===== src/rtl/noc_eject.sv =====
// -----------------------------------------------------------------------------
// noc_eject : ring-stop eject stage
//
// Registers the arbitrated flit stream. Valid flits whose destination field
// matches NODE_ID are removed into a local eject FIFO that drains to the core
// over a valid/ready handshake. Every other valid flit is forwarded unchanged
// to the next ring stop, and invalid flits are forwarded as all zeros. The
// ring cannot be stalled, so a hit arriving while the FIFO is full (and not
// popping) is dropped and flagged on the sticky overflow_o.
//
// Optional feature (macro NOC_EJECT_DROP_CNT_EN):
//   adds drop_cnt_o[15:0], a saturating count of dropped flits.
//
// Ports:
//   clk            in   clock, all state on rising edge
//   rst            in   asynchronous active-low reset
//   noc_i          in   flit from upstream arbiter (bit VALID_BIT_OFFSET = valid)
//   noc_o          out  flit to next ring stop (2-cycle latency)
//   core_o         out  eject FIFO head flit, zero when FIFO empty
//   core_valid_o   out  core_o holds a flit
//   core_rdy_i     in   core accepts core_o this cycle
//   almost_full_o  out  FIFO occupancy >= AFULL_THRESH
//   overflow_o     out  sticky: an ejected flit was dropped
//   drop_cnt_o     out  (NOC_EJECT_DROP_CNT_EN only) dropped-flit counter
// -----------------------------------------------------------------------------
module noc_eject #(
    parameter int                    DATA_WIDTH       = 65,
    parameter int                    VALID_BIT_OFFSET = 64,
    parameter int                    DEST_OFFSET      = 56,
    parameter int                    DEST_WIDTH       = 4,
    parameter logic [DEST_WIDTH-1:0] NODE_ID          = {DEST_WIDTH{1'b0}},
    parameter int                    BUF_DEPTH        = 16,
    parameter int                    LOG2_BUF_DEPTH   = 4,
    parameter int                    AFULL_THRESH     = 12
) (
    input  logic                  clk,
    input  logic                  rst,
    input  logic [DATA_WIDTH-1:0] noc_i,
    output logic [DATA_WIDTH-1:0] noc_o,
    output logic [DATA_WIDTH-1:0] core_o,
    output logic                  core_valid_o,
    input  logic                  core_rdy_i,
    output logic                  almost_full_o,
    output logic                  overflow_o
`ifdef NOC_EJECT_DROP_CNT_EN
    ,
    output logic [15:0]           drop_cnt_o
`endif
);

    localparam int CNT_W = LOG2_BUF_DEPTH + 1;

    localparam logic [CNT_W-1:0]          FULL_LVL  = CNT_W'(BUF_DEPTH);
    localparam logic [CNT_W-1:0]          AFULL_LVL = CNT_W'(AFULL_THRESH);
    localparam logic [CNT_W-1:0]          CNT_ZERO  = {CNT_W{1'b0}};
    localparam logic [CNT_W-1:0]          CNT_ONE   = {{LOG2_BUF_DEPTH{1'b0}}, 1'b1};
    localparam logic [LOG2_BUF_DEPTH-1:0] PTR_ZERO  = {LOG2_BUF_DEPTH{1'b0}};
    localparam logic [LOG2_BUF_DEPTH-1:0] PTR_ONE   = {{(LOG2_BUF_DEPTH-1){1'b0}}, 1'b1};
    localparam logic [DATA_WIDTH-1:0]     FLIT_ZERO = {DATA_WIDTH{1'b0}};

    logic [DATA_WIDTH-1:0]     in_r;
    logic [DATA_WIDTH-1:0]     mem_r [BUF_DEPTH];
    logic [LOG2_BUF_DEPTH-1:0] wr_ptr_r;
    logic [LOG2_BUF_DEPTH-1:0] rd_ptr_r;
    logic [CNT_W-1:0]          count_r;
    logic                      overflow_r;

    logic                      hit_s;
    logic                      full_s;
    logic                      valid_s;
    logic                      pop_s;
    logic                      push_s;
    logic                      drop_s;
    logic [DATA_WIDTH-1:0]     fwd_s;
    logic [DATA_WIDTH-1:0]     head_s;
    logic [CNT_W-1:0]          count_nxt_s;

    // Hit decode, FIFO handshake terms and forward-path data selection.
    always_comb begin
        hit_s   = in_r[VALID_BIT_OFFSET] &&
                  (in_r[DEST_OFFSET +: DEST_WIDTH] == NODE_ID);
        full_s  = (count_r == FULL_LVL);
        valid_s = (count_r != CNT_ZERO);
        pop_s   = valid_s && core_rdy_i;
        // When full, a simultaneous pop frees the slot the push overwrites;
        // the popped head is consumed on the same edge the new flit lands.
        push_s  = hit_s && (!full_s || pop_s);
        drop_s  = hit_s && full_s && !pop_s;

        if (in_r[VALID_BIT_OFFSET] && !hit_s) begin
            fwd_s = in_r;
        end else begin
            fwd_s = FLIT_ZERO;
        end

        // Stale RAM contents are never exposed to the core.
        if (valid_s) begin
            head_s = mem_r[rd_ptr_r];
        end else begin
            head_s = FLIT_ZERO;
        end
    end

    // Occupancy next-state: push and pop together leave the count unchanged.
    always_comb begin
        count_nxt_s = count_r;
        case ({push_s, pop_s})
            2'b10:   count_nxt_s = count_r + CNT_ONE;
            2'b01:   count_nxt_s = count_r - CNT_ONE;
            default: count_nxt_s = count_r;
        endcase
    end

    // Pipeline registers, FIFO pointers, occupancy and sticky overflow flag.
    always_ff @(posedge clk or negedge rst) begin
        if (!rst) begin
            in_r       <= FLIT_ZERO;
            noc_o      <= FLIT_ZERO;
            wr_ptr_r   <= PTR_ZERO;
            rd_ptr_r   <= PTR_ZERO;
            count_r    <= CNT_ZERO;
            overflow_r <= 1'b0;
        end else begin
            in_r    <= noc_i;
            noc_o   <= fwd_s;
            count_r <= count_nxt_s;
            if (push_s) begin
                wr_ptr_r <= wr_ptr_r + PTR_ONE;
            end
            if (pop_s) begin
                rd_ptr_r <= rd_ptr_r + PTR_ONE;
            end
            if (drop_s) begin
                overflow_r <= 1'b1;
            end
        end
    end

    // FIFO storage; contents are qualified by count_r, so no reset needed.
    always_ff @(posedge clk) begin
        if (push_s) begin
            mem_r[wr_ptr_r] <= in_r;
        end
    end

    assign core_o        = head_s;
    assign core_valid_o  = valid_s;
    assign almost_full_o = (count_r >= AFULL_LVL);
    assign overflow_o    = overflow_r;

`ifdef NOC_EJECT_DROP_CNT_EN
    logic [15:0] drop_cnt_r;

    // Saturating count of flits lost to eject overflow.
    always_ff @(posedge clk or negedge rst) begin
        if (!rst) begin
            drop_cnt_r <= 16'd0;
        end else if (drop_s && (drop_cnt_r != 16'hFFFF)) begin
            drop_cnt_r <= drop_cnt_r + 16'd1;
        end
    end

    assign drop_cnt_o = drop_cnt_r;
`endif

endmodule


===== config.mk =====
export PLATFORM = sky130hd
export DESIGN_NAME = noc_eject
export DESIGN_NICKNAME = d
export VERILOG_FILES = /design/src/rtl/noc_eject.sv
export SDC_FILE = /design/constraint.sdc
export NUM_CORES = 1
export LEC_CHECK = 0
export ABC_CLOCK_PERIOD_IN_PS = 9800
export CAP_MARGIN = 20
export CORE_MARGIN = 2
export CORE_UTILIZATION = 55
export CTS_CLUSTER_DIAMETER = 200
export DETAILED_ROUTE_END_ITERATION = 7
export PLACE_DENSITY = 0.83
export SKIP_LAST_GASP = 1
export SYNTH_ARGS = -nofsm -noshare
export SYNTH_HDL_FRONTEND = slang
export SYNTH_SLANG_ARGS = --single-unit
export TNS_END_PERCENT = 20

===== constraint.sdc =====
create_clock -name clk -period 9.8 [get_ports clk]
set_input_delay 1.96 -clock clk [delete_from_list [all_inputs] [get_ports clk]]
set_output_delay 1.96 -clock clk [all_outputs]
set_load 0.01 [all_outputs]

# Word-level counts from Yosys, hierarchy flattened
# Memories as Yosys holds them, arrays and structs flattened.
# Cells that the tools add are included.
# word_totals
ff_bits	144
mem_bits_rw	1040
in_bits	68
output_inout_bits	133
wordCells	33
memories	1
# op_classes
addsub	4
magnitude_cmp	1
n_eq_ne	3
muxes	5
n_reduce_logical	13
# mem_list
memory	words	word_bits	read_ports	rd_clocked_by_memory_dff	wr	line	source
mem_r	16	65	1	0	1	62	logic [DATA_WIDTH-1:0] mem_r [BUF_DEPTH];
# op_table
cell	n
65-bit 2-to-1 mux	2
5-bit case mux with 2 select lines	1
4-bit by 1-bit adder with 4-bit output, second input constant	2
1-bit logical AND	6
5-bit by 1-bit adder with 5-bit output, second input constant	1
5-bit equality test, second input constant	1
5-bit by 4-bit greater-or-equal comparator with 1-bit output, second input constant	1
5-bit nonzero test	1
5-bit by 1-bit subtractor with 5-bit output, second input constant	1
4-bit logical NOT	1
1-bit logical NOT	3
2-bit by 1-bit equality test with 1-bit output, second input constant	1
2-bit equality test, second input constant	1
1-bit 2-to-1 mux	2
2-bit nonzero test	1
1-bit logical OR	1

# Logic depth before layout (Yosys ltp)
# Gate-level depths: netlist (run 1).
# depth
ltp_word	6
depth_mapped	9
ltp_nobuf	8

# Worst setup path after synthesis (run 1)
# OpenSTA, ideal clock, no wires.
# synth_timing
path_kind	input -> register
from	in core_rdy_i
to	mem mem_r[3][0] (enable)
setup_time_ns	0.568
arrival_time_ns	7.063
required_time_ns	9.232
setup_slack_ns	2.170
stages	4
n_path_buf	0
path_cell_list	inv_1 -> a311oi_4 -> nand2_1 -> nor3_1
# synth_between
elab_chain_cells	5
# synth_rtl
element	line	source
start, declared	42	input logic core_rdy_i,
1-bit logical AND	84	pop_s = valid_s && core_rdy_i;
1-bit logical OR	87	push_s = hit_s && (!full_s || pop_s);
1-bit logical AND	87	
1-bit 2-to-1 mux	141	if (push_s) begin
1-bit 2-to-1 mux (not written as such)	142	mem_r[wr_ptr_r] <= in_r;
end, declared	62	
# Every way passes these cells.

# Worst setup path after layout (run 1)
# layout_timing
from	reg count_r[2]
to	out core_o[4]
# layout_between
elab_chain_cells	2
# layout_rtl
element	line	source
start, declared	65	logic [CNT_W-1:0] count_r;
start signal, assigned	126	count_r <= count_nxt_s;
5-bit nonzero test	83	valid_s = (count_r != CNT_ZERO);
65-bit 2-to-1 mux	97	if (valid_s) begin
end, declared	40	output logic [DATA_WIDTH-1:0] core_o,
# Every way passes these cells.

==> impl_metrics.yaml, run 1 <==
critical_path:
  required_ns: 7.84
  path_class: "flop to output pin"
  arrival_ns: 4.55
  reg2reg_from: "in_r[58]"
  crit_start: "count_r[2]"
  crit_fanout: 47
  end_kind: "output pin"
  cp-start-kind: "flop"
clocking:
  postCtsSetupBuffers: 0
  cts_buffers: 114
  cts_hold_buf: 0
  cts.sinks: 1184
  h-tree-depth: 3
  cts_resized: 0
  cts_tree: "built"
  clk_pin_slew_ns: 0.06
  cts.path.max_buffers: 3
  cts_root_buf: "clkbuf_16"
  clock_latency_ns: 0.71
die:
  io_pins: 201
  die_x_um: 286.1
  fp-row-count: 103
  core_area_um2: 78870
  die_y_um: 286.1
  initial_core_util_pct: 55.51
  die-area_um2: 81880
grt:
  use_met2_pct: 43.11
  grt_util_met3_pct: 4.626
  track_usage_pct: 25.96
  gr-max-usage-layer: "met2"
  grt_overflow: 0
  grt_pass1_vias: 22430
  antenna_found_initial: 1
  grt_max_degree: 159
  grt_use_met1_pct: 34.84
  grt_pass1_wl_um: 152600
synth:
  ys.flop_type: "edfxtp_1"
  synth-edff-count: 1040
  synthesis.area_um2: 43780
  synthDistinctLibCells: 37
  synth_area_per_cell_um2: 23.17
  syn-instance-count: 1890
  async_flop_share_pct: 12.16
  syn-num-nets: 1964
  yosysSeqAreaShare_pct: 79.56
  yosys_warnings: 0
  ys_ff_latch: 1184
finish:
  nets: 2220
  multiInputGateArea_um2: 8601
  utilization_pct: 64.70
  drive_above_1_share_pct: 22.74
  fin_area_um2: 51030
  final_common_cell: "edfxtp_1"
  seqCellArea_um2: 34850
  syn2layout_area_growth_pct: 16.54
  mostFrequentLayoutCells: "1040 x edfxtp_1, 260 x mux4_2, 199 x clkdlybuf4s50_1"
  fill_cells: 4817
timing:
  fin_worst_skew_ns: 0.04935
  rsz0062_at_grt: "no"
  tns_ns: 0
  hold_violations: 0
  whs_ns: 0.5097
  period_needed_ns: 6.512
  period_share_pct: 66.44
  relSlewSlack_pct: 22.72
  worstMarginPinSlew_ns: 1.159
  maxSlewViolCount: 0
  setup_viol: 0
  fmax_mhz: 153.6
detailed_routing:
  vias: 21330
  drcViolationCount: 0
  wire_per_inst_um: 32.49
  first_pass_iters: 6
  drt_wl_total_um: 107000
  viasPerCell: 6.476
  drtIter0Drc: 2709
  ant_nets: 0
place:
  post-dp-hpwl_um: 49580
  placed_area_um2: 47120
  gp_congestion: 0.7483
  port_buffers: 200
power:
  p_total_w: 0.01394
  max-vdd-ir-drop_uv: 227.4
  p_leak_nw: 17.00
  p_per_area_nw_per_um2: 273.1
hold_path:
  hold_start: "overflow_o"
  hold_class: "flop to flop"
outcome:
  outcome: "finished, final reports clean"
run:
  cap_violations: 0
cell usage after synthesis (all sizes together) (3+ instances only):
cell type	number	area share [%]
buf	50	0.57
nand2b	3	0.043
and2	4	0.060
a21oi	3	0.043
edfxtp	1040	71
xnor2	9	0.18
or4	3	0.063
nand2	16	0.14
mux4	260	13
nor2	14	0.12
o22ai	65	0.93
clkbuf	54	0.46
ha	6	0.17
inv	6	0.051
and3	60	0.86
mux2i	131	3.0
nor3	7	0.080
dfrtp	144	8.2
final cells by class:
type                    count  area share [%]
clock inverters            70           1.442
multi-input cells         596           16.86
repair buffers            244           4.828
diodes                      1        0.004904
inverters                   6         0.04414
clock buffers             143           5.961
well taps                1050           2.575
flip-flops and latches   1184           68.29
path summary, 6_finish.rpt:
kind	to	slack, ns	depth (start not counted)
max	core_o[4]	3.29	6
min	overflow_o	0.51	2
max reg2reg	mem_r[6][37]	5.06	5
min reg2reg	overflow_o	0.51	2
max in group asynchronous	noc_o[26]	7.06	2
min in group asynchronous	noc_o[58]	1.31	1
sequential cells by signal, indices dropped and copies added, names as in the netlist:
signal / count
wr_ptr_r: 4
noc_o: 65
mem_r: 1040
in_r: 65
overflow_o: 1
count_r: 5
rd_ptr_r: 4
per-stage QoR:
stage / worst slack (ns) / cells
3_3_place_gp: 4.128 / 3075
4_1_cts: 3.205 / 3288
6_report: 3.288 / 3294
5_1_grt: 3.227 / 3293
3_5_place_dp: 4.099 / 3075
2_1_floorplan: 2.170 / 1890
worst max-delay path, cell delays in order, from the launching register on:
cell and delay [ns]:
dfrtp_1 0.46, nor4_1 0.81, nand2_1 0.42, nand2b_4 0.40, buf_4 0.75, o22ai_1 0.36, clkdlybuf4s50_1 0.59
power breakdown:
part           switching (W)  leakage, nW  internal [W]
registers           0.000201         11.1       0.00556
logic                0.00186         4.03       0.00187
clock network        0.00191         1.86       0.00253
layer usage:
layer	vias up	routed length [um]	part of all wire [%]
met5	-	13	0.012
met4	2	3926	3.7
met3	242	9368	8.8
met2	1441	55240	52
met1	11220	38480	36
li1	8429	-	-
logic make-up after synthesis:
logic type               synth area share, %
adder cells (fa/ha/maj)               0.1715
flip-flops                             79.56
buffers and inverters                  1.083
AND/OR/NAND/NOR                        1.429
AO/OA/AOI/OAI                          1.135
XOR/XNOR                              0.2201
multiplexers                           16.40
Power figures use the tool's default switching activity.
==> inputs of run 2 (changes only) <==
--- a/config.mk
+++ b/config.mk
@@ -5,7 +5,7 @@
 export SDC_FILE = /design/constraint.sdc
 export NUM_CORES = 1
 export LEC_CHECK = 0
-export ABC_CLOCK_PERIOD_IN_PS = 9800
+export ABC_CLOCK_PERIOD_IN_PS = 6800
 export CAP_MARGIN = 20
 export CORE_MARGIN = 2
 export CORE_UTILIZATION = 55
==> constraint.sdc (replaced) <==
create_clock -name clk -period 6.8 [get_ports clk]
set_input_delay 1.36 -clock clk [delete_from_list [all_inputs] [get_ports clk]]
set_output_delay 1.36 -clock clk [all_outputs]
set_load 0.01 [all_outputs]
==> run 2 against run 1 <==
Die area unchanged. Via count decreased by 1.1%. Hold slack got worse by 0.022 ns. Cell area about the same. Register-to-register slack got worse by 2.9 ns. Sequential power increased by 45%. Clock skew decreased by 0.010 ns. Largest cell class unchanged. Largest power group unchanged. Highest routed layer is now met4.
==> impl_metrics.yaml, run 2 (synthesis results as in run 1) <==
die:
  io_pins: 201
  die-area_um2: 81880
  core_area_um2: 78870
  fp-row-count: 103
  die_x_um: 286.1
  initial_core_util_pct: 55.51
  die_y_um: 286.1
critical_path:
  crit_fanout: 48
  crit_start: "rd_ptr_r[0]"
  path_class: "flop to output pin"
  cp-start-kind: "flop"
  crit_family: "flip-flops"
  reg2reg_from: "in_r[56]"
  arrival_ns: 4.00
  path_buf_inv: 2
  cp_slowest_cell: "dfrtp_4"
  path_cells: "buf_12 > mux4_2 > mux2i_1 > o22ai_1 > clkdlybuf4s50_1"
  required_ns: 5.44
  critPathMaxStageDelay_ns: 1.06
  end_kind: "output pin"
detailed_routing:
  drcViolationCount: 0
  first_pass_iters: 7
  wire_per_inst_um: 31.49
  vias: 21090
  drtIter0Drc: 2618
  drt_wl_total_um: 103900
  ant_nets: 0
  viasPerCell: 6.391
hold_path:
  hold_start: "overflow_o"
  hold_class: "flop to flop"
grt:
  grt_pass1_vias: 22280
  track_usage_pct: 25.82
  grt_max_degree: 89
  antenna_found_initial: 3
  grt_overflow: 0
  grt_pass1_wl_um: 152400
clocking:
  cts.sinks: 1184
  cts_root_buf: "clkbuf_16"
  h-tree-depth: 3
  postCtsSetupBuffers: 0
  cts_resized: 0
  cts_hold_buf: 0
  clock_latency_ns: 0.70
  cts_buffers: 113
  cts_tree: "built"
  clk_pin_slew_ns: 0.06
  cts.path.max_buffers: 3
timing:
  tns_ns: 0
  setup_viol: 0
  period_needed_ns: 5.356
  period_share_pct: 78.76
  fin_worst_skew_ns: 0.03928
  worstMarginPinSlew_ns: 1.057
  maxSlewViolCount: 0
  relSlewSlack_pct: 29.51
  rsz0062_at_grt: "no"
  fmax_mhz: 186.7
  hold_violations: 0
finish:
  syn2layout_area_growth_pct: 16.55
  reg_top3: "mem_r x1040, in_r x65, noc_o x65"
  top_register: "mem_r"
  largest_reg_flops: 1040
  nets: 2226
  fin_area_um2: 51030
  final_common_cell: "edfxtp_1"
  fill_cells: 4815
  utilization_pct: 64.70
  drive_above_1_share_pct: 22.90
  mostFrequentLayoutCells: "1040 x edfxtp_1, 260 x mux4_2, 199 x clkdlybuf4s50_1"
power:
  p_switching_w: 0.005653
  comb_power_share_pct: 26.5
  p_per_area_nw_per_um2: 391.3
  internal_power_w: 0.01432
  seqPwrFrac_pct: 41.9
  switching_share_pct: 28.31
  p_total_w: 0.01997
  power_frac_clock_pct: 31.6
  max-vdd-ir-drop_uv: 450.2
  p_leak_nw: 16.99
outcome:
  outcome: "finished, final reports clean"
place:
  post-dp-hpwl_um: 53690
  placed_area_um2: 47320
  port_buffers: 200
  gp_congestion: 0.7426
run:
  cap_violations: 0
## run 2: worst paths after layout
kind | end | slack, ns | depth (start not counted)
worst min-delay path | overflow_o | 0.49 | 2
worst min register to register | overflow_o | 0.49 | 2
min in group asynchronous | noc_o[59] | 0.81 | 1
max in group asynchronous | in_r[17] | 4.63 | 2
worst max register to register | mem_r[4][13] | 2.13 | 5
worst max-delay path | core_o[40] | 1.44 | 5
## run 2: per-layer routing
metal	up-vias	GRT usage [%]	part of all wire (%)
li1	8436	-	-
met4	0	10.12	3.7
met2	1308	43.77	52
met1	11130	33.89	36
met5	-	0	0
met3	214	4.308	8.7
## run 2: area by class of cell
type | instances | area, um2 | area share (%)
clock buffer | 132 | 2940 | 5.762
tap | 1050 | 1314 | 2.574
antenna | 1 | 2.502 | 0.004904
timing repair buffer | 251 | 2531 | 4.960
sequential | 1184 | 34850 | 68.28
clock inverter | 80 | 768.2 | 1.505
inverter | 6 | 22.52 | 0.04413
multi-input combinational | 596 | 8607 | 16.87
## run 2: power groups by stage
stage | logic (W) | clock network (W) | registers [W]
4_1_cts | 0.00535 | 0.00636 | 0.00837
2_1_floorplan | 0.00348 | 0 | 0.00826
5_1_grt | 0.00556 | 0.00663 | 0.00840
6_report | 0.00530 | 0.00630 | 0.00837
3_5_place_dp | 0.00524 | 0 | 0.00851
3_3_place_gp | 0.00509 | 0 | 0.00857
## run 2: through the flow
stage                     worst slack, ns  std cells  hold WS [ns]
after floorplan                   -0.1869       1890        0.4880
after global placement              2.195       3086        0.4629
after detailed placement            2.102       3087        0.4542
after CTS                           1.426       3299        0.4836
after global routing                1.303       3300        0.5119
final                               1.444       3300        0.4874
## run 2: worst reg2reg max path: stages (launching register included)
cell and delay, ns:
dfrtp_1 0.63, or4_4 1.03, a311oi_4 0.83, nand2_1 0.41, nor2_4 0.81, buf_4 0.59
==> inputs of run 3 (changes only) <==
--- a/config.mk
+++ b/config.mk
@@ -5,7 +5,7 @@
 export SDC_FILE = /design/constraint.sdc
 export NUM_CORES = 1
 export LEC_CHECK = 0
-export ABC_CLOCK_PERIOD_IN_PS = 6800
+export ABC_CLOCK_PERIOD_IN_PS = 5300
 export CAP_MARGIN = 20
 export CORE_MARGIN = 2
 export CORE_UTILIZATION = 55
==> constraint.sdc (replaced) <==
create_clock -name clk -period 5.3 [get_ports clk]
set_input_delay 1.06 -clock clk [delete_from_list [all_inputs] [get_ports clk]]
set_output_delay 1.06 -clock clk [all_outputs]
set_load 0.01 [all_outputs]
==> run 3 against run 2 <==
Wire length is 4.4% lower. Combinational power is 28% higher. Die area stayed put. Clock power is 19% higher. Critical path depth stayed put.
==> impl_metrics.yaml, run 3 (synthesis results as in run 1) <==
finish:
  reg_top3: "mem_r x1040, in_r x65, noc_o x65"
  nets: 2229
  drive_above_1_share_pct: 22.25
  largest_reg_flops: 1040
  mostFrequentLayoutCells: "1040 x edfxtp_1, 260 x mux4_2, 199 x clkdlybuf4s50_1"
  top_register: "mem_r"
  syn2layout_area_growth_pct: 15.99
  finalNonFillerCells: 3303
  final_common_cell: "edfxtp_1"
detailed_routing:
  viasPerCell: 6.318
  ant_nets: 0
  vias: 20870
  first_pass_iters: 5
  drt_wl_total_um: 99350
  drcViolationCount: 0
  wire_per_inst_um: 30.08
  drtIter0Drc: 2191
grt:
  grt_pass1_vias: 22220
  grt_overflow: 0
  grt_pass1_wl_um: 146700
  antenna_found_initial: 1
  grt_max_degree: 85
  track_usage_pct: 24.66
power:
  max-vdd-ir-drop_uv: 462.3
  p_total_w: 0.02496
  p_per_area_nw_per_um2: 491.4
  p_leak_nw: 16.88
timing:
  fmax_mhz: 199.3
  period_needed_ns: 5.016
  hold_violations: 0
  rsz0062_at_grt: "no"
  worstMarginPinSlew_ns: 1.082
  setup_viol: 0
  maxSlewViolCount: 0
  relSlewSlack_pct: 27.87
  fin_worst_skew_ns: 0.02378
  period_share_pct: 94.65
critical_path:
  crit_fanout: 65
  end_kind: "output pin"
  cp_slowest_cell: "nand2_4"
  required_ns: 4.24
  path_cells: "nor4_1 > nand2_1 > nand2_4 > o22ai_1 > clkdlybuf4s50_1"
  arrival_ns: 3.96
  path_class: "flop to output pin"
  cp-start-kind: "flop"
  critPathMaxStageDelay_ns: 0.86
clocking:
  cts_tree: "built"
  cts_root_buf: "clkbuf_16"
  cts_hold_buf: 0
  h-tree-depth: 3
  clk_pin_slew_ns: 0.06
  postCtsSetupBuffers: 0
  cts_resized: 0
  cts.sinks: 1184
  clock_latency_ns: 0.68
  cts.path.max_buffers: 3
  cts_buffers: 111
run:
  cap_violations: 0
die:
  core_area_um2: 78870
  fp-row-count: 103
  die_x_um: 286.1
  die_y_um: 286.1
  initial_core_util_pct: 55.51
  io_pins: 201
  die-area_um2: 81880
outcome:
  outcome: "finished, final reports clean"
place:
  gp_congestion: 0.7530
  dp_cells: 3092
  post-dp-hpwl_um: 51670
  port_buffers: 200
hold_path:
  hold_class: "input pin to asynchronous set/reset pin"
[run 3: changes by cell type in the layout (fill, tap and decap cells not counted), sizes merged]
cell and change:
clkbuf +21, bufinv -10, clkinv -7, buf +5, clkinvlp -5, inv -1
[run 3: final timing paths]
check | from | end | slack [ns] | depth (start not counted)
worst min register to register | overflow_o | overflow_o | 0.49 | 2
max in group asynchronous | rst | rd_ptr_r[2] | 3.77 | 2
worst max-delay path | count_r[2] | core_o[6] | 0.28 | 5
worst min-delay path | rst | noc_o[59] | 0.38 | 1
min in group clk | overflow_o | overflow_o | 0.49 | 2
worst max register to register | in_r[56] | mem_r[7][51] | 1.15 | 5
[run 3: final cells by class]
cell class / count / area, um2
antenna: 1 / 2.502
clock buffer: 153 / 3069
clock inverter: 57 / 372.9
fill: 4890 / 28090
inverter: 6 / 22.52
multi-input combinational: 596 / 8607
sequential: 1184 / 34850
tap: 1050 / 1314
timing repair buffer: 256 / 2549
[run 3: through the flow]
step	setup TNS, ns	util [%]	worst slack, ns	hold WS (ns)	cell area [um2]
2_1_floorplan	-293.67	-	-1.507	0.4880	43790
3_3_place_gp	0	60.02	1.176	0.4741	47340
3_5_place_dp	0	60.02	1.046	0.4692	47340
4_1_cts	0	64.38	0.3110	0.4140	50780
5_1_grt	0	64.38	0.1288	0.4510	50780
6_report	0	64.39	0.2835	0.3845	50780
[run 3: report_power, final]
part           switching (W)  internal [W]  leakage (nW)
clock network        0.00332       0.00419          1.69
logic                0.00331       0.00347          4.08
registers           0.000370        0.0103          11.1
[run 3: metal layers]
layer | global-route usage, % | wire, um | up-vias
met5 | 0 | 0 | -
met4 | 9.084 | 3250 | 0
met3 | 4.157 | 8138 | 212
met2 | 41.21 | 50160 | 1149
met1 | 33.17 | 37800 | 11070
li1 | - | - | 8436
[run 3: critical path, delay by kind of cell (launching register included)]
kind                   cells  cell delay (ns)
flip-flops                 1             0.45
AO/OA/AOI/OAI              1             0.30
AND/OR/NAND/NOR            3             1.94
buffers and inverters      1             0.58
